[src/rtl/pipe_hazard_ctrl.sv]
// pipe_hazard_ctrl: hazard, flush/stall and forwarding controller for the 5-stage RV32 pipeline
// Ports: clk; rst (async, active-low); ID/EX/MEM/WB register ids and enables in;
//        stall/flush/bubble controls for PC, IF/ID, ID/EX, EX/MEM, MEM/WB out;
//        fwd_a_sel/fwd_b_sel (00 regfile, 01 MEM ALU_out, 10 WB data); mem_err sticky; ctrl_state debug.
// Optional: define PIPE_CTRL_PERF_EN to add stall_cnt/flush_cnt performance counters.
module pipe_hazard_ctrl #(
    parameter int MEM_TIMEOUT = 16,
    parameter int CNT_W       = 5
) (
    input  logic       clk,
    input  logic       rst,
    input  logic [4:0] id_rs1,
    input  logic [4:0] id_rs2,
    input  logic       id_rs1_used,
    input  logic       id_rs2_used,
    input  logic [4:0] ex_rs1,
    input  logic [4:0] ex_rs2,
    input  logic [4:0] ex_rd,
    input  logic       ex_RegWEn,
    input  logic       ex_MemEn,
    input  logic       ex_MemRW,
    input  logic       ex_branch_taken,
    input  logic [4:0] mem_rd,
    input  logic       mem_RegWEn,
    input  logic       mem_MemEn,
    input  logic       mem_ready,
    input  logic [4:0] wb_rd,
    input  logic       wb_RegWEn,
    output logic       pc_stall,
    output logic       if_id_stall,
    output logic       if_id_flush,
    output logic       id_ex_stall,
    output logic       id_ex_flush,
    output logic       ex_mem_stall,
    output logic       mem_wb_bubble,
    output logic [1:0] fwd_a_sel,
    output logic [1:0] fwd_b_sel,
`ifdef PIPE_CTRL_PERF_EN
    output logic [31:0] stall_cnt,
    output logic [31:0] flush_cnt,
`endif
    output logic       mem_err,
    output logic [1:0] ctrl_state
);
    typedef enum logic [1:0] {S_RUN = 2'b00, S_WAIT = 2'b01, S_ABORT = 2'b10} state_t;
    state_t           state;
    logic [CNT_W-1:0] cnt;
    logic             memstall, active, branch, load_use;
    function automatic logic [1:0] fwd(input logic [4:0] rs);
        return (mem_RegWEn && mem_rd != 5'd0 && mem_rd == rs) ? 2'b01 :
               (wb_RegWEn && wb_rd != 5'd0 && wb_rd == rs)    ? 2'b10 : 2'b00;
    endfunction
    // ABORT drops the pending access, so a still-unready memory does not stall that cycle.
    assign memstall = rst & mem_MemEn & ~mem_ready & (state != S_ABORT);
    // Branch and load-use also act on the WAIT release cycle, since EX holds stable through the stall.
    assign active   = rst & ~memstall & (state != S_ABORT);
    assign branch   = active & ex_branch_taken;
    assign load_use = active & ~branch & ex_MemEn & ~ex_MemRW & ex_RegWEn & (ex_rd != 5'd0) &
                      ((id_rs1_used & (id_rs1 == ex_rd)) | (id_rs2_used & (id_rs2 == ex_rd)));
    assign pc_stall      = memstall | load_use;
    assign if_id_stall   = memstall | load_use;
    assign id_ex_stall   = memstall;
    assign ex_mem_stall  = memstall;
    assign if_id_flush   = ~rst | branch;
    assign id_ex_flush   = ~rst | branch | load_use;
    assign mem_wb_bubble = ~rst | memstall | (state == S_ABORT);
    assign fwd_a_sel     = rst ? fwd(ex_rs1) : 2'b00;
    assign fwd_b_sel     = rst ? fwd(ex_rs2) : 2'b00;
    assign ctrl_state    = state;
    always_ff @(posedge clk or negedge rst) begin
        if (!rst) begin
            state   <= S_RUN;
            cnt     <= '0;
            mem_err <= 1'b0;
        end else begin
            unique case (state)
                S_RUN: if (memstall) begin
                    state <= S_WAIT;
                    cnt   <= CNT_W'(1);
                end
                S_WAIT: if (!memstall) begin
                    state <= S_RUN;
                    cnt   <= '0;
                end else if (cnt == CNT_W'(MEM_TIMEOUT - 1)) begin
                    state   <= S_ABORT;
                    mem_err <= 1'b1;
                end else begin
                    cnt <= cnt + CNT_W'(1);
                end
                default: begin
                    state <= S_RUN;
                    cnt   <= '0;
                end
            endcase
        end
    end
`ifdef PIPE_CTRL_PERF_EN
    always_ff @(posedge clk or negedge rst) begin
        if (!rst) begin
            stall_cnt <= '0;
            flush_cnt <= '0;
        end else begin
            stall_cnt <= stall_cnt + 32'(pc_stall);
            flush_cnt <= flush_cnt + 32'(if_id_flush);
        end
    end
`endif
endmodule

[config.mk]
export PLATFORM = sky130hd
export DESIGN_NAME = pipe_hazard_ctrl
export DESIGN_NICKNAME = d
export VERILOG_FILES = /design/src/rtl/pipe_hazard_ctrl.sv
export SDC_FILE = /design/constraint.sdc
export NUM_CORES = 1
export LEC_CHECK = 0
export BUFFER_PORTS_ARGS = -buffer_cell sky130_fd_sc_hd__buf_2
export CAP_MARGIN = 30
export CORE_MARGIN = 1.5
export CORE_UTILIZATION = 39
export CTS_BUF_LIST = sky130_fd_sc_hd__clkbuf_8
export CTS_CLUSTER_DIAMETER = 120
export DETAILED_ROUTE_END_ITERATION = 7
export GPL_TIMING_DRIVEN = 0
export PLACE_DENSITY = 0.78
export SKIP_CTS_REPAIR_TIMING = 1
export SYNTH_ARGS = -nofsm -noshare
export SYNTH_HDL_FRONTEND = slang
export SYNTH_SLANG_ARGS = --single-unit
[constraint.sdc]
create_clock -name clk -period 1.7 [get_ports clk]
set_input_delay 0.085 -clock clk [delete_from_list [all_inputs] [get_ports clk]]
set_output_delay 0.085 -clock clk [all_outputs]
set_load 0.02 [all_outputs]
==> reports/qor.yml <==
detailed_routing:
  avgRoutedWirePerCell_um: 12.9
  routed-via-count: 1042
  drt_pre_antenna_iters: 4
  drt.antenna.violating_nets: 0
  vias_per_cell: 5.11
  drcViolationCount: 0
  totalWireLength_mm: 2.63
  drt-initial-drc-count: 15
global_route:
  grt_overflow: 0
  global_route_wire_length_before_repair_mm: 4.04
  first_global_vias: 1018
  grt_max_degree: 15
  grt_usage: 0.200
  antenna_found_initial: 0
placement:
  placement.io_buffers: 60
  globalplace.congestion: 0.800
  dp_hpwl_mm: 2.00
  dpl_cell_area_um2: 1270
timing:
  worst_slew_margin_relative_to_its_limit: 0.697
  totalNegativeSetupSlack_ps: 0
  endpoints_failing_hold: 8
  slew_viol_final: 0
  final_setup_violations: 0
  holdWs_ps: -269
  rsz0062_at_grt: "yes"
  worst-slew-pin-transition_ps: 453
  finalCriticalPeriod_ps: 1690
  clock.fmax_mhz: 591
  finalClockSkew_ps: 3.98
  period_share: 0.996
cts:
  worstSkewPairLatency_ps: 230
  numClockSinks: 8
  ctsRootBufferMaster: "clkbuf_8"
  cts-buffers-inserted: 3
  max-clock-path-buffers: 2
  ctsHtreeMaxLevel: 1
  clkTransAtPathRegs_ps: 40
  clock_tree_from_tritoncts: "yes"
worst_setup_path:
  worstSetupPathType: "reg2reg"
  timing.critical_path.slowest_stage_cell: "dfrtp_1"
  cp_max_fo: 5
  worst_path_dominant_cell_family: "simple AND/OR/NAND/NOR gates"
  worst-path-buf-inv: 0
  critical_path_arrival_ps: 1840
  setup.worst_path.start_class: "register"
  worst_path_largest_cell_delay_ps: 410
  setup.worst_path.end_class: "register"
  required_worst_endpoint_ps: 1850
  path_cells: "ha_2 > and3_4 > ha_4 > nand4b_1 > xnor2_1 > nand3_1 > a21oi_1"
die:
  placeableCoreArea_um2: 2210
  fp.dieArea_um2: 2650
  die_width_um: 51.5
  initial_utilization: 0.414
  placement_rows: 17
  floorplan.io_pins: 61
  chipHeight_um: 51.5
layout:
  finish.net_count: 227
  drive_above_1_share: 0.489
  layout_common_cells: "buf_2, xor2_1, xnor2_1"
  post-route-cell-area_um2: 1390
  fin_util: 0.626
  area.growth.synth_to_final_pct: 51.2
  final_common_cell: "buf_2"
  insertedDiodeCount: 0
power_and_ir_drop:
  post-layout-total-power_mw: 0.664
  internal-power_mw: 0.466
  p_per_area_nw_per_um2: 479
  vdd_ir_drop_max_v: 0.000297
  comb_power_share: 0.345
  power.switching_fraction: 0.298
  power.leakage_nw: 0.658
  share_seq_of_total_power: 0.311
  power_switching_mw: 0.198
  clockPowerShare: 0.344
hold_path:
  worstHoldPathType: "in2async"
synthesis:
  syn_nets: 157
  synthesis.area_um2: 916
  ys_warn_count: 0
  yosys_register_bits: 8
  post_synth.cell_area_avg_um2: 8.48
  proportion_of_synthesized_chip_area_in_sequential_cells: 0.219
  postSynthCellCount: 108
  netlist-cell-type-count: 34
job:
  max_cap_viol_count: 0
status:
  failing_checks: "hold timing"
  outcome: "finished with violations"
[cell type report]
type,count,area (um2)
flip-flops and latches,8,201
well taps,28,35.0
repair buffers,67,355
inverters,3,11.3
fillers,189,827
clock buffers,3,41.3
multi-input cells,92,722
plain buffers,3,18.8
[power groups by stage]
stage	combinational [mW]	clock (mW)	sequential, mW
2_1_floorplan	0.115	0	0.210
3_5_place_dp	0.225	0	0.208
4_1_cts	0.227	0.232	0.206
5_1_grt	0.255	0.241	0.207
3_3_place_gp	0.217	0	0.208
6_report	0.229	0.228	0.207
[worst reg2reg max path, delay by kind of cell (launching register included)]
kind                     cells  cell delay, ps
adder cells (fa/ha/maj)      2             370
flip-flops                   1             410
XOR/XNOR                     1             190
AO/OA/AOI/OAI                1             170
AND/OR/NAND/NOR              3             470
[cell families after synthesis]
| group | synth area share |
|---|---|
| DFF | 0.219 |
| buffers and inverters | 0.0410 |
| xor gates and xnor gates | 0.316 |
| and+or+nand+nor | 0.280 |
| adders and majority gates | 0.0273 |
| AOI/OAI and AO/OA | 0.0943 |
| muxes | 0.0232 |
[routing by layer]
metal / global-route usage / vias up / share of wire
li1: - / 515 / -
met1: 0.207 / 469 / 0.39
met2: 0.391 / 54 / 0.53
met3: 0.0292 / 4 / 0.068
met4: 0.0833 / 0 / 0.012
met5: 0 / - / 0
[cells in the mapped netlist, drive strengths merged]
library cell	count	area share
xnor2	13	0.12
nand2	2	0.0082
nand3	9	0.049
ha	2	0.027
o21bai	3	0.025
a21oi	5	0.027
and2	4	0.029
nor3b	1	0.0082
o21ai	2	0.015
and3	1	0.0068
nor2	3	0.012
mux2	1	0.012
buf	2	0.016
inv	3	0.012
mux2i	1	0.011
or4	3	0.029
nand3b	3	0.025
a211o	1	0.0096
o211ai	1	0.0082
or3	1	0.0068
nor3	4	0.022
clkbuf	3	0.012
nand2b	3	0.020
dfrtp	8	0.22
nor4	5	0.041
a32oi	1	0.0096
xor2	20	0.19
or2	2	0.014
nand4b	1	0.0096
[per-stage QoR]
stage / setup slack, ps / cells
finish: 7.35 / 204
floorplan: 3.70 / 108
global route: -33.7 / 204
CTS: -158 / 199
detailed placement: -101 / 196
global placement: -65.4 / 196
[flip-flops by register name, indices dropped and copies added (netlist names)]
name        flops
cnt             5
ctrl_state      2
mem_err         1
[worst paths after layout]
check	slack, ps	to	cells past startpoint	startpoint
hold / removal	-270	cnt[4]	1	rst
min in group clk	380	ctrl_state[0]	4	mem_MemEn
setup reg to reg	7	cnt[3]	7	cnt[0]
setup / recovery	7	cnt[3]	7	cnt[0]
max in group asynchronous	1730	ctrl_state[1]	1	rst
hold reg to reg	460	mem_err	1	mem_err
(Power assumes the default switching activity.)
